### config.mk
export PLATFORM = sky130hd
export DESIGN_NAME = pipe_stage_reg
export DESIGN_NICKNAME = d
export VERILOG_FILES = /design/src/rtl/pipe_pkg.sv /design/src/rtl/pipe_slot.sv /design/src/rtl/pipe_stage_reg.sv
export SDC_FILE = /design/constraint.sdc
export NUM_CORES = 1
export LEC_CHECK = 0
export ABC_AREA = 1
export CORE_AREA = 2 2 188 190
export DETAILED_ROUTE_END_ITERATION = 16
export DIE_AREA = 0 0 190 192
export REMOVE_ABC_BUFFERS = 1
export SYNTH_ARGS = -nofsm -noshare
export SYNTH_HDL_FRONTEND = slang
export SYNTH_SLANG_ARGS = --single-unit
### constraint.sdc
create_clock -name clk -period 3.35 [get_ports clk]
set_clock_uncertainty 0.15 [all_clocks]
set_input_delay 0.335 -clock clk [delete_from_list [all_inputs] [get_ports clk]]
set_output_delay 0.335 -clock clk [all_outputs]
set_load 0.01 [all_outputs]
### src/rtl/pipe_pkg.sv
// Shared definitions for the pipeline register family: control bit indices and EX/MEM payload layout.
// Latency: n/a (package only).
// Backpressure: n/a (package only).
package pipe_pkg;

    // Control vector as used by the EX/MEM stage.
    localparam int CTRL_W_EXMEM  = 6;
    localparam int CTRL_BRANCH   = 0;
    localparam int CTRL_MEMREAD  = 1;
    localparam int CTRL_MEMTOREG = 2;
    localparam int CTRL_MEMWRITE = 3;
    localparam int CTRL_REGWRITE = 4;
    localparam int CTRL_ADDERSEL = 5;

    typedef logic [CTRL_W_EXMEM-1:0] pipe_ctrl_t;

    // EX/MEM payload packing: adder | alu | writedata | zero.
    localparam int ADDER_LSB = 0;
    localparam int ALU_LSB   = 64;
    localparam int WDATA_LSB = 128;
    localparam int ZERO_BIT  = 192;

    // Population count of up to four slot valid bits.
    function automatic logic [2:0] occ_count(input logic [3:0] vld);
        logic [2:0] sum;
        sum = 3'd0;
        for (int i = 0; i < 4; i++) begin
            sum = sum + {2'b00, vld[i]};
        end
        return sum;
    endfunction

endpackage

### src/rtl/pipe_slot.sv
// One pipeline slot holding valid, payload, rd and control bits.
// Latency: 1 cycle from load to output.
// Backpressure: hold_i freezes the slot; squash_i clears valid/rd/ctrl but keeps payload.
module pipe_slot #(
    parameter int PAYLOAD_W = 193,
    parameter int RD_W      = 5,
    parameter int CTRL_W    = 6
) (
    input  logic                 clk,
    input  logic                 reset,
    input  logic                 squash_i,
    input  logic                 hold_i,
    input  logic                 valid_i,
    input  logic [PAYLOAD_W-1:0] payload_i,
    input  logic [RD_W-1:0]      rd_i,
    input  logic [CTRL_W-1:0]    ctrl_i,
    output logic                 valid_o,
    output logic [PAYLOAD_W-1:0] payload_o,
    output logic [RD_W-1:0]      rd_o,
    output logic [CTRL_W-1:0]    ctrl_o
);

    logic                 valid_q,   valid_d;
    logic [PAYLOAD_W-1:0] payload_q, payload_d;
    logic [RD_W-1:0]      rd_q,      rd_d;
    logic [CTRL_W-1:0]    ctrl_q,    ctrl_d;

    // Next-state selection: squash beats hold beats load; a non-valid load becomes a canonical bubble.
    always_comb begin
        valid_d   = valid_q;
        payload_d = payload_q;
        rd_d      = rd_q;
        ctrl_d    = ctrl_q;
        if (squash_i) begin
            valid_d = 1'b0;
            rd_d    = '0;
            ctrl_d  = '0;
        end else if (!hold_i) begin
            valid_d   = valid_i;
            payload_d = payload_i;
            rd_d      = valid_i ? rd_i   : '0;
            ctrl_d    = valid_i ? ctrl_i : '0;
        end
    end

    // Slot register with synchronous reset clearing every field.
    always_ff @(posedge clk) begin
        if (reset) begin
            valid_q   <= 1'b0;
            payload_q <= '0;
            rd_q      <= '0;
            ctrl_q    <= '0;
        end else begin
            valid_q   <= valid_d;
            payload_q <= payload_d;
            rd_q      <= rd_d;
            ctrl_q    <= ctrl_d;
        end
    end

    assign valid_o   = valid_q;
    assign payload_o = payload_q;
    assign rd_o      = rd_q;
    assign ctrl_o    = ctrl_q;

endmodule

### src/rtl/pipe_stage_reg.sv
// Parametrised pipeline register: DEPTH chained slots with stall, flush, occupancy and perf counters.
// Latency: DEPTH cycles capture-to-output, plus one per stalled cycle.
// Backpressure: stall holds every slot and drops the input; flush squashes every slot and wins over stall.
module pipe_stage_reg
    import pipe_pkg::*;
#(
    parameter int PAYLOAD_W = 193,
    parameter int RD_W      = 5,
    parameter int CTRL_W    = 6,
    parameter int DEPTH     = 1,
    parameter int CNT_W     = 32
) (
    input  logic                 clk,
    input  logic                 reset,
    input  logic                 in_valid,
    input  logic [PAYLOAD_W-1:0] in_payload,
    input  logic [RD_W-1:0]      in_rd,
    input  logic [CTRL_W-1:0]    in_ctrl,
    input  logic                 stall,
    input  logic                 flush,
    output logic                 out_valid,
    output logic [PAYLOAD_W-1:0] out_payload,
    output logic [RD_W-1:0]      out_rd,
    output logic [CTRL_W-1:0]    out_ctrl,
    output logic [2:0]           occupancy,
    output logic [CNT_W-1:0]     stall_cnt,
    output logic [CNT_W-1:0]     bubble_cnt
);

    if (DEPTH < 1 || DEPTH > 4) begin : g_bad_depth
        $error("pipe_stage_reg: DEPTH must be in 1..4");
    end

    logic [DEPTH-1:0]     slot_vld;
    logic [DEPTH-1:0]     shift_vld;   // slot valid bits as they would be after an advance
    logic [PAYLOAD_W-1:0] slot_payload [DEPTH];
    logic [RD_W-1:0]      slot_rd      [DEPTH];
    logic [CTRL_W-1:0]    slot_ctrl    [DEPTH];

    for (genvar k = 0; k < DEPTH; k++) begin : g_slot
        logic                 vld_in;
        logic [PAYLOAD_W-1:0] payload_in;
        logic [RD_W-1:0]      rd_in;
        logic [CTRL_W-1:0]    ctrl_in;

        if (k == 0) begin : g_head
            assign vld_in     = in_valid;
            assign payload_in = in_payload;
            assign rd_in      = in_rd;
            assign ctrl_in    = in_ctrl;
        end else begin : g_body
            assign vld_in     = slot_vld[k-1];
            assign payload_in = slot_payload[k-1];
            assign rd_in      = slot_rd[k-1];
            assign ctrl_in    = slot_ctrl[k-1];
        end

        assign shift_vld[k] = vld_in;

        pipe_slot #(
            .PAYLOAD_W (PAYLOAD_W),
            .RD_W      (RD_W),
            .CTRL_W    (CTRL_W)
        ) u_slot (
            .clk       (clk),
            .reset     (reset),
            .squash_i  (flush),
            .hold_i    (stall),
            .valid_i   (vld_in),
            .payload_i (payload_in),
            .rd_i      (rd_in),
            .ctrl_i    (ctrl_in),
            .valid_o   (slot_vld[k]),
            .payload_o (slot_payload[k]),
            .rd_o      (slot_rd[k]),
            .ctrl_o    (slot_ctrl[k])
        );
    end

    logic [DEPTH-1:0] nxt_vld;
    logic [2:0]       occ_q,        occ_d;
    logic [CNT_W-1:0] stall_cnt_q,  stall_cnt_d;
    logic [CNT_W-1:0] bubble_cnt_q, bubble_cnt_d;

    // Predict the slot valid bits after this edge so occupancy lands on the same edge as the slots.
    always_comb begin
        nxt_vld = slot_vld;
        if (flush) begin
            nxt_vld = '0;
        end else if (!stall) begin
            nxt_vld = shift_vld;
        end
        occ_d = occ_count(4'(nxt_vld));
    end

    // Saturating perf counters: stalls ignore flushed cycles, bubbles count any non-stalled empty output.
    always_comb begin
        stall_cnt_d  = stall_cnt_q;
        bubble_cnt_d = bubble_cnt_q;
        if (!flush && stall && (stall_cnt_q != '1)) begin
            stall_cnt_d = stall_cnt_q + CNT_W'(1);
        end
        if (!stall && !slot_vld[DEPTH-1] && (bubble_cnt_q != '1)) begin
            bubble_cnt_d = bubble_cnt_q + CNT_W'(1);
        end
    end

    // Occupancy and counter registers.
    always_ff @(posedge clk) begin
        if (reset) begin
            occ_q        <= 3'd0;
            stall_cnt_q  <= '0;
            bubble_cnt_q <= '0;
        end else begin
            occ_q        <= occ_d;
            stall_cnt_q  <= stall_cnt_d;
            bubble_cnt_q <= bubble_cnt_d;
        end
    end

    assign out_valid   = slot_vld[DEPTH-1];
    assign out_payload = slot_payload[DEPTH-1];
    assign out_rd      = slot_rd[DEPTH-1];
    assign out_ctrl    = slot_ctrl[DEPTH-1];
    assign occupancy   = occ_q;
    assign stall_cnt   = stall_cnt_q;
    assign bubble_cnt  = bubble_cnt_q;

endmodule
# --- Word level (Yosys, flattened, before mapping) ---
# Cells that the tools add are included.
totals:
  latch_bits: 0
  regBits: 271
  ram_bits: 0
  mem_count: 0
  romBits: 0
  input_bits: 209
classes:
  shift: 0
  n_lt_le_gt_ge: 0
  add_sub_neg: 2
  n_eq_ne: 2
  reduce_logical: 9
  n_mul: 0
  muxes: 4
  div_mod_pow: 0
  n_bitwise: 2
op_table:
  columns: ["operator", "n"]
  rows:
  - ["$add 32x1->32 const B", 2]
  - ["$ne 32x32->1 const B", 2]
  - ["$mux 6", 1]
  - ["$mux 5", 1]
  - ["$logic_and 1x1->1", 4]
  - ["$logic_not 1->1", 3]
  - ["$mux 1", 2]
  - ["$not 1->1", 2]
  - ["$reduce_and 2->1", 1]
  - ["$reduce_or 2->1", 1]

# --- Depth between registers and ports, before layout ---
# Gate-level depths: netlist (run 1).
logic_depth:
  word_depth: 3
  ltp_mapped: 11
  ltp_nobuf: 11

# --- Cells and area by module ---
# From an unflattened synthesis (run 1), not the netlist that was laid out.
hier_totals:
  hier_cells: 1935
  area_unflattened_um2: 12125.4
by_module_without_submodules:
  columns: ["mod", "n_inst", "cells_each", "area_each_um2", "seq_area_each_um2"]
  rows:
  - ["pipe_slot", 1, 1277, 8221.6, 4103.9]
  - ["pipe_stage_reg", 1, 658, 3903.7, 1301.2]

# --- Worst setup path after synthesis (run 1) ---
# OpenSTA, ideal clock, no wires.
synth_timing:
  path_type: "register -> register"
  from: "register bubble_cnt_q[1] (netlist: bubble_cnt[1])"
  to: "register bubble_cnt_q[21] (netlist: bubble_cnt[21])"
  n_path_buf: 1
  path_slack_ps: 1535
  arrival_time_ps: 1553
  required_ps: 3087
  period_less_slack_ps: 1815
  path_stages_with_launch: 12
  path_cell_list: "dfxtp_1 > ha_1 > nand2_1 > nor2_1 > nand2_2 > nor2_8 > nand3_4 > buf_2 > nand2_1 > nand2_1 > nand2_1 > nor2_1"
synth_via:
  elab_chain_len: 2
  word_cells_on_any_way: 3
  classes_between: "add/sub (1); eq/ne (1); reduce/logical (1)"
synth_lines:
  columns: ["item", "line_no", "text"]
  rows:
  - ["from (decl)", "pipe_stage_reg.sv:83", "logic [CNT_W-1:0] bubble_cnt_q, bubble_cnt_d;"]
  - ["from (signal assigned)", "pipe_stage_reg.sv:117", "bubble_cnt_q <= bubble_cnt_d;"]
  - ["branches (longest 2 deep; another with $add 32x1->32)", null, null]
# Parallel ways; which one is timed is not known.
# A chain may end at the register's enable or synchronous reset.

# --- Worst setup path after layout (run 1) ---
layout_timing:
  from: "register bubble_cnt_q[1] (netlist: bubble_cnt[1])"
  to: "register bubble_cnt_q[7] (netlist: bubble_cnt[7])"
# Same word-level chain as after synthesis.

==> metrics.cfg, run 1 <==
[route]
drc_errors = 0
routed_wl_mm = 39.0
vias = 11300
ant_nets = 0
vias_per_cell = 4.58
wire_per_inst_um = 15.8
drt_iter0_markers = 660
dr.pass1.iters = 5

[cells_and_area]
drive_above_1_share = 0.0532
mostFrequentLayoutCell = nor2_1
num_antenna_cells = 0
fin_nets = 2199
layout_common_cells = 537 x nor2_1, 478 x clkdlybuf4s50_1, 269 x dfxtp_1, 228 x nand2_1, 206 x o21ai_0
final_core_util = 0.502
area_growth_pct = 57.2

[status]
status = completed

[global_route]
grt_usage = 0.205
overflow = 0
grt_pass1_vias = 10800
grt_pass1_wl_mm = 60.1
met2_usage = 0.352
grt_max_degree = 194
use_met1 = 0.246
use_met3 = 0.0641
top_usage_layer = met2
antenna_found_initial = 2

[placement]
dp.final_hpwl_mm = 27.8
preCtsSetupSlack_ns = 0.832
numPortBuffers = 478
gp_congestion = 0.849

[setup_path]
critical_path_class = flop to flop
cp-end-kind = flop
worstSetupStartpointType = flop
worst_ep_required_time_ns = 3.71
crit_arrival_ns = 2.52
worst_path_most_repeated_cell = nand2_1
crit_fanout = 24
crit_path_cell_trace = ha_1 -> nand2_1 -> nor2_1 -> nand2_2 -> nor2_8 -> nand3_4 -> nand2_4 -> nand2_1 -> a21oi_2
slowest_stage = dfxtp_1
cpPeakStageDelay_ns = 0.42

[sta]
hold_viol_final = 0
tns_ns = 0
period_needed_ns = 2.16
period_share = 0.645
slew_headroom = 0.359
final_max_slew_viol_count = 0
setup_viol = 0
tightest_slew_ns = 0.961
rsz0062_at_grt = false
layout_setup_ws_ns = 1.19
fmax_ghz = 0.463

[synthesis]
syn_area_mm2 = 0.0110
yosysSeqAreaShare = 0.492
yosysWarnings = 0
ys_types = 33
async_reset_ff_frac = 0
synth_cells = 1550
postSynthAreaPerCell_um2 = 7.07
synth_seq_cells = 269
synthFlopType = dfxtp_1
synth_edf_count = 0

[die]
fp-row-count = 68
die_w_um = 190
ios = 481
die_y_um = 192
start_util = 0.319
core-area_mm2 = 0.0343
die-area_mm2 = 0.0365

[clocking]
cts_made_buffers = 31
cts_hold_buf = 0
clock-sinks = 269
htree_levels = 1
cts_tree = done
clockRootBuffer = clkbuf_16
clkTransAtPathRegs_ns = 0.06
clkLatencyLatePin_ns = 0.57
cts_buffer_depth = 3
cts_setup_buffers = 0
cts_resized = 0

[flow_run]
max-cap-violations = 0

[min_path]
min_path_type = input pin to flop

[power]
leakage_nw = 6.79
cellPowerDensity_mw_per_mm2 = 479
irDropWorstVdd_uv = 496

==> metal layers <==
layer / wire (um) / vias up
met3: 3220 / 64
met5: 13 / -
met1: 16000 / 5082
met2: 18700 / 367
met4: 1030 / 2
li1: - / 5776
==> critical path: cells and delay by family, from the launching register on <==
| family | cells | cell delay, ns |
|---|---|---|
| simple gates | 7 | 1.15 |
| flops | 1 | 0.42 |
| fa+ha+maj | 1 | 0.24 |
| compound gates | 1 | 0.14 |
==> area by class of cell <==
type	instances	area (um2)
Fill cell	3337	17100
Sequential cell	269	5390
Multi-Input combinational cell	1132	4950
Timing Repair Buffer	490	4940
Clock buffer	37	848
Tap cell	455	569
Clock inverter	19	287
Inverter	64	250
==> power by group <==
group / internal (W) / total, W / switching, W
clock network: 0.00233 / 0.00373 / 0.00140
registers: 0.00337 / 0.00345 / 0.0000871
logic: 0.000587 / 0.00106 / 0.000476
==> path summary, 6_finish.rpt <==
path,from,end,cells after the start,slack [ns]
worst max-delay path,bubble_cnt[1]$_SDFFE_PP0P_,bubble_cnt[7]$_SDFFE_PP0P_,9,1.19
worst min-delay path,in_rd[4],g_slot[0].u_slot.rd_o[4]$_SDFFE_PP0N_,3,0.17
worst max register to register,bubble_cnt[1]$_SDFFE_PP0P_,bubble_cnt[7]$_SDFFE_PP0P_,9,1.19
worst min register to register,g_slot[0].u_slot.ctrl_o[1]$_SDFFE_PP0N_,g_slot[0].u_slot.ctrl_o[1]$_SDFFE_PP0N_,2,0.31
==> synth_stat cells, drive strengths merged, types with 2 or more instances <==
cell / count / area share
ha: 2 / 0.0023
o21ai: 210 / 0.096
nor2: 549 / 0.19
a21oi: 43 / 0.024
nor3: 7 / 0.0037
xor2: 12 / 0.0096
xnor2: 4 / 0.0032
nand3b: 2 / 0.0017
nand3: 41 / 0.020
inv: 64 / 0.022
nand2: 238 / 0.084
clkbuf: 55 / 0.019
nand4: 14 / 0.0080
dfxtp: 269 / 0.49
a31oi: 6 / 0.0034
buf: 31 / 0.017
==> kinds of logic after synthesis <==
logic type / after synthesis / synth area share
xor+xnor: 16 / 0.0128
flops: 269 / 0.492
other cells: 1 / 0.000342
fa+ha+maj: 2 / 0.00228
compound gates: 259 / 0.123
buf+inv: 150 / 0.0579
simple gates: 853 / 0.312
==> metrics by stage <==
step,hold WS (ns),std cells,instance area [um2],power (W)
after floorplan,0.247,1465,10600,0.00388
after global placement,0.302,2410,16100,0.00458
after detailed placement,0.304,2410,16100,0.00459
after CTS,0.140,2466,17200,0.00837
after global routing,0.173,2466,17200,0.00859
final,0.175,2466,17200,0.00825
==> sequential cells by signal (all words and copies together) (netlist names) <==
register and cells:
g_slot.u_slot.payload_o 193, bubble_cnt 32, stall_cnt 32, g_slot.u_slot.ctrl_o 6, g_slot.u_slot.rd_o 5, occupancy 1
Power figures use the tool's default switching activity.
==> run 2: changes to the inputs <==
--- a/config.mk
+++ b/config.mk
@@ -6,9 +6,10 @@
 export NUM_CORES = 1
 export LEC_CHECK = 0
 export ABC_AREA = 1
-export CORE_AREA = 2 2 188 190
+export CORE_AREA = 2 2 189 191
 export DETAILED_ROUTE_END_ITERATION = 16
-export DIE_AREA = 0 0 190 192
+export DIE_AREA = 0 0 191 193
+export PLACE_DENSITY = 0.65
 export REMOVE_ABC_BUFFERS = 1
 export SYNTH_ARGS = -nofsm -noshare
 export SYNTH_HDL_FRONTEND = slang
==> constraint.sdc (replaced) <==
create_clock -name clk -period 1.8 [get_ports clk]
set_clock_uncertainty 0.15 [all_clocks]
set_input_delay 0.18 -clock clk [delete_from_list [all_inputs] [get_ports clk]]
set_output_delay 0.18 -clock clk [all_outputs]
set_load 0.01 [all_outputs]
==> run 2 against run 1 <==
Utilization rose by 2.0 points. Worst setup slack got worse by 1.2 ns. Die area up 1.0%. Non-clock buffer count rose by 105. Routed wire length rose by 2.0%. Sequential power up 86%. Clock-buffer cell count up 9. Hold slack lost 0.14 ns. Global-route usage hardly changed. Critical path depth fell by 8. Register-to-register slack got worse by 1.1 ns. Critical path type is now flop to primary output. Highest routed layer is now met4.
==> metrics.cfg, run 2 (same netlist as run 1, synthesis figures left out) <==
[status]
status = completed  ; unchanged

[cells_and_area]
regArea_mm2 = 0.00542  ; was 0.00539 mm2
fin_cells = 2580  ; was 2466
layout_common_cells = 521 x nor2_1, 271 x clkdlybuf4s50_1, 245 x dfxtp_1, 215 x nand2_1, 205 x o21ai_0  ; was 537 x nor2_1, 478 x clkdlybuf4s50_1, 269 x dfxtp_1, 228 x nand2_1, 206 x o21ai_0
final_cell_area_mm2 = 0.0183  ; was 0.0172 mm2
multi_input_area_mm2 = 0.00510  ; was 0.00495 mm2
fill_cells = 3377  ; was 3337
area_growth_pct = 66.6  ; was 57.2%
drive_above_1_share = 0.128  ; was 0.0532
largest_register_ff_count = 193  ; unchanged
mostFrequentLayoutCell = nor2_1  ; unchanged
final_core_util = 0.522  ; was 0.502
fin_nets = 2305  ; was 2199

[power]
finalPower_w = 0.0150  ; was 0.00825 W
leakage_nw = 8.91  ; was 6.79 nW
cellPowerDensity_mw_per_mm2 = 820  ; was 479 mW/mm2
irDropWorstVdd_uv = 810  ; was 496 uV

[die]
die_w_um = 191  ; was 190 um
die-area_mm2 = 0.0369  ; was 0.0365 mm2
core-area_mm2 = 0.0350  ; was 0.0343 mm2
fp-row-count = 69  ; was 68
start_util = 0.313  ; was 0.319
ios = 481  ; unchanged
die_y_um = 193  ; was 192 um

[setup_path]
cp-end-kind = primary output  ; was flop
critPathBufInv = 1  ; was 0
cpPeakStageDelay_ns = 0.56  ; was 0.42 ns
crit_arrival_ns = 1.43  ; was 2.52 ns
critical_path_class = flop to primary output  ; was flop to flop
crit_path_cell_trace = clkdlybuf4s50_1  ; was ha_1 -> nand2_1 -> nor2_1 -> nand2_2 -> nor2_8 -> nand3_4 -> nand2_4 -> nand2_1 -> a21oi_2
cp_top_family = buffers and inverters  ; was simple AND/OR/NAND/NOR gates
crit_fanout = 2  ; was 24
regToRegSetupSlack_ns = 0.09  ; was 1.19 ns
worst_ep_required_time_ns = 1.47  ; was 3.71 ns
worstSetupStartpointType = flop  ; unchanged
slowest_stage = clkdlybuf4s50_1  ; was dfxtp_1

[route]
drt_iter0_markers = 652  ; was 660
dr.pass1.iters = 5  ; unchanged
drc_errors = 0  ; unchanged
vias = 11900  ; was 11.3k
wire_per_inst_um = 15.4  ; was 15.8 um
vias_per_cell = 4.62  ; was 4.58
routed_wl_mm = 39.8  ; was 39.0 mm
ant_nets = 0  ; unchanged

[placement]
placed_cells = 2513  ; was 2410
dp.final_hpwl_mm = 29.2  ; was 27.8 mm
place_area_mm2 = 0.0169  ; was 0.0161 mm2
numPortBuffers = 478  ; unchanged
gp_congestion = 0.894  ; was 0.849

[sta]
period_share = 0.978
period_needed_ns = 1.76
rsz0062_at_grt = true  ; was false
setup_viol = 0  ; unchanged
tns_ns = 0  ; unchanged
hold_viol_final = 0  ; unchanged
fmax_ghz = 0.568
final_max_slew_viol_count = 0  ; unchanged

[global_route]
grt_max_degree = 76  ; was 194
grt_pass1_wl_mm = 60.7  ; was 60.1 mm
antenna_found_initial = 1  ; was 2
grt_pass1_vias = 11600  ; was 10.8k
grt_usage = 0.205  ; about the same
overflow = 0  ; unchanged

[min_path]
min_path_type = input pin to flop  ; unchanged

[clocking]
htree_levels = 1  ; unchanged
clkLatencyLatePin_ns = 0.55  ; was 0.57 ns
cts_made_buffers = 31  ; unchanged
clock-sinks = 269  ; unchanged
cts_buffer_depth = 3  ; unchanged
clockRootBuffer = clkbuf_16  ; unchanged
clkTransAtPathRegs_ns = 0.06  ; about the same
cts_tree = done  ; unchanged
cts_hold_buf = 0  ; unchanged

[flow_run]
max-cap-violations = 0  ; unchanged

## run 2: cell count changes in the layout (fill, tap and decap cells not counted), sizes merged, moves of 3 or more
cell / change
buf: +105
dlygate4sd2: +151
clkinv: -3
bufinv: -4
dlymetal6s2s: +56
clkbuf: +9
clkdlybuf4s50: -207
## run 2: per-layer routing
layer,part of all wire,vias up,GRT usage
met5,0,-,0
met3,0.073,93,0.0536
met1,0.40,5444,0.239
met2,0.48,395,0.355
li1,-,5999,-
met4,0.045,0,0.0924
## run 2: final timing paths
kind,cells past startpoint,from,end
min,3,in_ctrl[4],g_slot[0].u_slot.ctrl_o[4]$_SDFFE_PP0N_
max,1,g_slot[0].u_slot.payload_o[87]$_SDFFE_PP0P_,out_payload[87]
min reg2reg,2,g_slot[0].u_slot.rd_o[4]$_SDFFE_PP0N_,g_slot[0].u_slot.rd_o[4]$_SDFFE_PP0N_
max reg2reg,11,stall_cnt[1]$_SDFFE_PP0P_,stall_cnt[28]$_SDFFE_PP0P_
## run 2: metrics by stage
step	worst slack (ns)	hold slack, ns
detailed placement	-0.162	0.306
global placement	-0.146	0.302
floorplan	-8.60	0.0924
CTS	0.000197	0.000546
global route	-0.0173	0.0297
finish	0.0391	0.0359
## run 2: final cells by class
class	count	share of cell area
multi-input cells	1133	0.280
clock buffers	46	0.0522
repair buffers	595	0.319
inverters	64	0.0137
flip-flops and latches	269	0.297
well taps	461	0.0316
clock inverters	11	0.00740
diodes	1	0.000137
## run 2: report_power, final
group	switching [W]	total, W	leakage [nW]	internal, W
Clock	0.00250	0.00656	0.538	0.00406
Sequential	0.000148	0.00642	2.22	0.00627
Combinational	0.000928	0.00200	6.15	0.00107
Total	0.00357	0.0150	8.91	0.0114
## run 2: what timing repair did
action,CTS,global route
gates resized for setup,172,109
cloned,2,1
pin swaps,4,12
buffers inserted,4,2
endpoints found under the setup margin,185,119
